### config.mk
export PLATFORM = sky130hd
export DESIGN_NAME = dif_lut_feeder
export DESIGN_NICKNAME = d
export VERILOG_FILES = /design/src/rtl/dif_lut_pkg.sv /design/src/rtl/dif_lut_quant.sv /design/src/rtl/dif_lut_feeder.sv
export SDC_FILE = /design/constraint.sdc
export NUM_CORES = 1
export LEC_CHECK = 0
export ABC_AREA = 1
export BUFFER_PORTS_ARGS = -buffer_cell sky130_fd_sc_hd__buf_2
export CAP_MARGIN = 20
export CORE_UTILIZATION = 25
export DETAILED_ROUTE_END_ITERATION = 7
export SETUP_SLACK_MARGIN = 0.4
export SYNTH_ARGS = -nofsm -noshare
export SYNTH_HDL_FRONTEND = slang
export SYNTH_HIERARCHICAL = 1
export SYNTH_SLANG_ARGS = --single-unit
### constraint.sdc
create_clock -name clk -period 1.6 [get_ports clk]
set_clock_uncertainty 0.1 [all_clocks]
set_input_delay 0.24 -clock clk [delete_from_list [all_inputs] [get_ports clk]]
set_output_delay 0.24 -clock clk [all_outputs]
set_load 0.05 [all_outputs]
### src/rtl/dif_lut_pkg.sv
// Shared definitions for the DIF-LUT feeder: default widths, key limits and
// the clamp helper that turns a rounded, shifted sample into {sat, key}.
package dif_lut_pkg;

  localparam int DEF_IN_W   = 16;
  localparam int DEF_KEY_W  = 10;
  localparam int DEF_WORD_W = 12;

  localparam logic signed [DEF_KEY_W-1:0] KEY_MAX = 10'sb01_1111_1111;
  localparam logic signed [DEF_KEY_W-1:0] KEY_MIN = 10'sb10_0000_0000;

  // Clamp a quantised sample into the signed key range; MSB of the result
  // flags that the clamp changed the value.
  function automatic logic [DEF_KEY_W:0] sat_key(input logic signed [DEF_IN_W:0] q);
    logic [DEF_KEY_W:0] r;
    if (q > $signed((DEF_IN_W+1)'(KEY_MAX))) begin
      r = {1'b1, KEY_MAX};
    end else if (q < $signed((DEF_IN_W+1)'(KEY_MIN))) begin
      r = {1'b1, KEY_MIN};
    end else begin
      r = {1'b0, q[DEF_KEY_W-1:0]};
    end
    return r;
  endfunction

endpackage

### src/rtl/dif_lut_quant.sv
// Combinational quantiser: round half-up, arithmetic shift by SHIFT, then
// clamp to the signed KEY_W range. Works one bit wider than the input so the
// rounding offset can never overflow.
import dif_lut_pkg::*;

module dif_lut_quant #(
  parameter int IN_W  = DEF_IN_W,
  parameter int KEY_W = DEF_KEY_W,
  parameter int SHIFT = 4
) (
  input  logic [IN_W-1:0]  in_data,
  output logic [KEY_W-1:0] key,
  output logic             sat
);

  localparam int RS = (SHIFT > 0) ? SHIFT - 1 : 0;
  localparam logic signed [IN_W:0] RND =
    (SHIFT > 0) ? ($signed({{IN_W{1'b0}}, 1'b1}) <<< RS) : '0;
  localparam logic signed [IN_W:0] KMAX =
    $signed({{(IN_W+2-KEY_W){1'b0}}, {(KEY_W-1){1'b1}}});
  localparam logic signed [IN_W:0] KMIN = ~KMAX;

  logic signed [IN_W:0] t;
  logic signed [IN_W:0] q;

  // Add the half-LSB rounding offset and floor-shift away the fraction.
  always_comb begin
    t = $signed({in_data[IN_W-1], in_data}) + RND;
    q = t >>> SHIFT;
  end

  generate
    if (IN_W == DEF_IN_W && KEY_W == DEF_KEY_W) begin : g_pkg
      // Default geometry: reuse the shared clamp helper.
      always_comb begin
        {sat, key} = sat_key(q);
      end
    end else begin : g_gen
      // Other geometries: same clamp against width-derived limits.
      always_comb begin
        if (q > KMAX) begin
          key = KMAX[KEY_W-1:0];
          sat = 1'b1;
        end else if (q < KMIN) begin
          key = KMIN[KEY_W-1:0];
          sat = 1'b1;
        end else begin
          key = q[KEY_W-1:0];
          sat = 1'b0;
        end
      end
    end
  endgenerate

endmodule

### src/rtl/dif_lut_feeder.sv
// Two-stage valid/ready wrapper around an external combinational DIF-LUT.
// Stage 1 holds the quantised key (driven straight to the LUT), stage 2
// registers the LUT result. Ready ripples back combinationally, so the
// pipe runs at one sample per clock with no bubble.
// Optional build macro DIF_LUT_FEEDER_STATS_EN adds a saturating counter of
// clamped inputs (sat_count) with a synchronous clear (clr_stats).
import dif_lut_pkg::*;

module dif_lut_feeder #(
  parameter int IN_W   = DEF_IN_W,
  parameter int KEY_W  = DEF_KEY_W,
  parameter int WORD_W = DEF_WORD_W,
  parameter int SHIFT  = 4
) (
  input  logic              clk,
  input  logic              rst_n,
  input  logic              in_valid,
  output logic              in_ready,
  input  logic [IN_W-1:0]   in_data,
  output logic [KEY_W-1:0]  lut_key,
  input  logic [WORD_W-1:0] lut_value,
  output logic              out_valid,
  input  logic              out_ready,
  output logic [WORD_W-1:0] out_data,
  output logic              out_sat
`ifdef DIF_LUT_FEEDER_STATS_EN
  ,
  input  logic              clr_stats,
  output logic [15:0]       sat_count
`endif
);

  logic [KEY_W-1:0] q_key;
  logic             q_sat;
  logic             s1_valid;
  logic [KEY_W-1:0] key_r;
  logic             sat_r;
  logic             adv;
  logic             accept;

  dif_lut_quant #(
    .IN_W  (IN_W),
    .KEY_W (KEY_W),
    .SHIFT (SHIFT)
  ) u_quant (
    .in_data (in_data),
    .key     (q_key),
    .sat     (q_sat)
  );

  // Handshake: stage 1 moves on when stage 2 is empty or draining this cycle.
  always_comb begin
    adv      = s1_valid && (!out_valid || out_ready);
    in_ready = !s1_valid || adv;
    accept   = in_valid && in_ready;
  end

  assign lut_key = key_r;

  // Stage 1: capture the quantised key; it stays put while stalled.
  always_ff @(posedge clk) begin
    if (!rst_n) begin
      s1_valid <= 1'b0;
      key_r    <= '0;
      sat_r    <= 1'b0;
    end else if (accept) begin
      s1_valid <= 1'b1;
      key_r    <= q_key;
      sat_r    <= q_sat;
    end else if (adv) begin
      s1_valid <= 1'b0;
    end else begin
      s1_valid <= s1_valid;
    end
  end

  // Stage 2: register the LUT result and hold it until taken.
  always_ff @(posedge clk) begin
    if (!rst_n) begin
      out_valid <= 1'b0;
      out_data  <= '0;
      out_sat   <= 1'b0;
    end else if (adv) begin
      out_valid <= 1'b1;
      out_data  <= lut_value;
      out_sat   <= sat_r;
    end else if (out_valid && out_ready) begin
      out_valid <= 1'b0;
    end else begin
      out_valid <= out_valid;
    end
  end

`ifdef DIF_LUT_FEEDER_STATS_EN
  // Count accepted samples whose key was clamped; sticks at all-ones, clear wins.
  always_ff @(posedge clk) begin
    if (!rst_n) begin
      sat_count <= 16'h0000;
    end else if (clr_stats) begin
      sat_count <= 16'h0000;
    end else if (accept && q_sat && (sat_count != 16'hFFFF)) begin
      sat_count <= sat_count + 16'h0001;
    end else begin
      sat_count <= sat_count;
    end
  end
`endif

endmodule
==> summary by stage <==
STA
The count of final max-slew check failures is 0. The number of failing hold endpoints at the final stage is 0. The number of setup violations in the final report is 0. The headroom to the max-slew limit is between 60% and 70%. The transition at the pin with the smallest max-transition slack is between 0.4 and 0.5 ns. The post-route worst hold slack is 0.1772 ns. The highest attainable clock frequency is roughly 750 MHz. Setup repair after global routing could not meet its margin everywhere. Dividing the final minimum period by the clock period gives 83.49%. For the finished layout, the period the worst path requires is 1.336 ns.

Status
The run finished with clean final reports.

Clocking
The clock passes through at most 2 buffers. The clock latency of the later-clocked register in the worst-skew pair is 0.26 ns. The TritonCTS buffer count is 3. The post-CTS clock slew at the launch and capture registers of the worst setup and hold paths is roughly 0.090 ns.

The TritonCTS clock tree is built. The library cell used as clock root buffer is clkbuf_8. In this run the number of H-tree levels came out at 1. The clock drives 26 sinks.

Global routing
The number of global-route vias before repair is between 1,000 and 1,500. Global routing used 10.82% of the available tracks. The first global-routing pass estimated approximately 5600 um of wire.

Global routing finished with a remaining overflow of 0. The largest net degree at the start of global routing is 26. The number of antenna violations at the first check in global routing is 0.

Hold path
In this run the most critical hold path is launched from lut_value[9]. The worst min-delay path endpoint is out_data[9]. The worst min-delay path category is input pin to register. The number of stages on the worst hold path is 4.

Routing
The routed design has around 3500 um of wire. The average routed wire per standard cell is around 9.6 um. The average via count per standard cell is approximately 4.2.

The total iterations of the first detailed-routing run is 4. After detailed routing, the number of remaining DRC violations is 0. The antenna violation net count after detailed routing is 0.

The first routing iteration left 54 violations. Across all layers, the routed design uses approximately 1,500 vias.

Floorplan
The die footprint is around 6500 um^2. The height of the chip is 80.68 um. The number of placement rows is 28. For this configuration, the core starts out at a cell density of between 20% and 30%. The total area inside the core boundary comes to approximately 6000 um^2. The I/O pin count is 57. The die is between 80 and 90 um wide.

Critical path
The launch instance of the worst register-to-register path is out_valid. STA puts the critical path data required time at 1.67 ns. At the worst endpoint, the arrival time is approximately 1.4 ns. The most repeated library cell on the critical path is nand2_1.

The critical path is of the input pin to register type. The signal on the critical path passes through buf_8 -> ha_4 -> nand3_4 -> nor2_4 -> nand2_1 -> nand2_1 -> nand2_2 -> nor2_2 -> nand2_2 -> nand2_4 -> nand2_1 -> inv_1 -> nand3_2 -> nand2_1 -> nor2_1. The largest single stage delay on the critical path is approximately 0.13 ns.

STA classifies the critical path endpoint as a register. The number of cells on the worst reg-to-reg path is 4. The endpoint identified for the worst register-to-register timing path is lut_key[1]. Among cell families on the critical path, the largest total delay comes from simple AND/OR/NAND/NOR gates. The slowest cell on the critical path is ha_4. The top fanout value on the critical path is 5. The worst setup path is launched from an input pin. The slack of the worst reg-to-reg path is 0.48 ns. The critical path buffer and inverter count is 2.

Yosys
The number of nets in the synthesized netlist is around 270. The dominant synthesized flop cell is dfxtp_1. The cell with the most instances after synthesis is nand2_1.

In the post-synthesis netlist, the biggest area contributors are dfxtp_1, nand2_1, nor2_1. The number of library cell types mapped by synthesis is 23. By count the netlist is led by nand2_1, nor2_1, dfxtp_1. The cell area that synthesis handed to floorplanning was ~1500 um^2. The mean instance size in the synthesized netlist is 6.700 um^2. The sequential element share of the synthesized area is between 30% and 40%. The number of enable flip-flop cells after synthesis is 0. The proportion of netlist area held by the largest area contributor is 33.63%. dfxtp_1 takes more of the synthesized area than any other cell. In the synthesized netlist, the number of instances is 231. The proportion of synthesized flip-flops having asynchronous set or reset is 0%. The count of state elements after synthesis is 26. The number of synthesis warnings is 6.

Pwr
Combinational cells account for approximately a third of the total power. In this run the power spent charging and discharging nets is a little under 0.6 mW. The sequential share of power is 42.1%. The worst-case IR drop observed on VDD is between 0.3 and 0.4 mV. The static leakage power is roughly 1.1 nW.

The total power divided by cell area is ~740 nW/um^2. Per report_power, the clock group accounts for ~24% of the total. The cell internal power dissipation is 1.135 mW. The net switching fraction of the power is around a third.

Cells and area
The total of fill cells in the finished design is 624. The layout overhead on the synthesized area is 50.69%. The net count reported at finish is between 300 and 400.

0 antenna diodes ended up in the layout. The post-route netlist has about 43% of its cells at a drive strength greater than 1. Once layout is done, the placed cells without fillers occupy around 2300 um^2.

Place
Once placement finished, the instance area stood at 1986 um^2. Buffers placed on the I/O ports in this run total 53. The placed wire-length estimate is approximately 2500 um. The routability congestion estimate from global placement is 0.7766.

Job
The tool flagged a number of max-cap violations equal to 0.
final cells by class:
class	count	area [um^2]	share of cell area [%]
timing repair buffer	69	529.3	22.69
sequential	26	525.5	22.53
multi-input combinational	173	1042	44.69
inverter	23	86.33	3.702
tap	75	93.84	4.024
clock buffer	4	55.05	2.361
layer usage:
| layer | global-route usage [%] | up-vias | part of all wire, % |
|---|---|---|---|
| met5 | 0 | - | 0 |
| met1 | 13.50 | 654 | 47 |
| met4 | 4.286 | 0 | 1.4 |
| met2 | 18.47 | 42 | 46 |
| li1 | - | 847 | - |
| met3 | 1.591 | 5 | 5.6 |
what timing repair did:
item	4_1_cts	5_1_grt
buffers inserted	3	1
gates resized for setup	46	39
pin swaps	14	14
gates cloned	1	0
endpoints found under the setup margin	48	16
hold buffers	0	0
metrics by stage:
stage               util [%]  power, mW  TNS [ns]  setup WS, ns  cells
global placement       33.34      1.233   -0.9930       -0.1089    361
finish                 39.16      1.726         0        0.2642    370
detailed placement     33.34      1.237    -1.105       -0.1183    361
global route           39.16      1.831         0        0.1646    370
CTS                    37.04      1.717         0        0.2659    369
floorplan                  -      1.100         0        0.1927    231
cells in the final DEF, fill, tap and decap left out, types with 7 or more instances in the layout:
| cell | n |
|---|---|
| nand2_2 | 17 |
| buf_2 | 18 |
| nand2_1 | 44 |
| dfxtp_1 | 24 |
| nand3b_1 | 14 |
| nand3_1 | 10 |
| nor2_4 | 7 |
| buf_4 | 40 |
| inv_1 | 14 |
| inv_2 | 9 |
| nor2_1 | 39 |
| buf_6 | 7 |
| a21oi_1 | 13 |
registers in the layout, indices dropped and copies added, names as in the netlist:
name	flops
sat_r	1
s1_valid	1
lut_key	10
out_valid	1
out_data	12
out_sat	1
worst max-delay path by stage:
| stage | from | to | slack (ns) | cells after the start |
|---|---|---|---|---|
| after global placement | in_data[3] | lut_key[8] | -0.11 | 15 |
| after floorplan | in_data[3] | lut_key[4] | 0.19 | 14 |
| after detailed placement | in_data[3] | lut_key[5] | -0.12 | 15 |
| after CTS | in_data[4] | lut_key[3] | 0.27 | 15 |
| after global routing | in_data[11] | lut_key[1] | 0.16 | 14 |
| final | in_data[4] | lut_key[7] | 0.26 | 15 |
worst register-to-register path, cell delays in order, from the launching register on:
cell and delay [ns]:
dfxtp_4 0.41, nand3_4 0.10, buf_6 0.19, a21oi_1 0.17, nor2_2 0.06
power by group through the flow:
stage          combinational (mW)  clock (mW)  sequential [mW]
6_report                    0.583       0.416            0.727
5_1_grt                     0.632       0.466            0.733
4_1_cts                     0.552       0.438            0.726
3_5_place_dp                0.501           0            0.737
3_3_place_gp                0.499           0            0.735
2_1_floorplan               0.202           0            0.897
logic make-up after synthesis:
family / share of synthesized area, %
AO/OA/AOI/OAI: 5.821
XOR/XNOR: 4.527
adder cells (fa/ha/maj): 1.617
buffers and inverters: 8.974
flip-flops: 33.63
AND/OR/NAND/NOR: 45.43
Note: power is estimated with default switching activity, not from simulation.
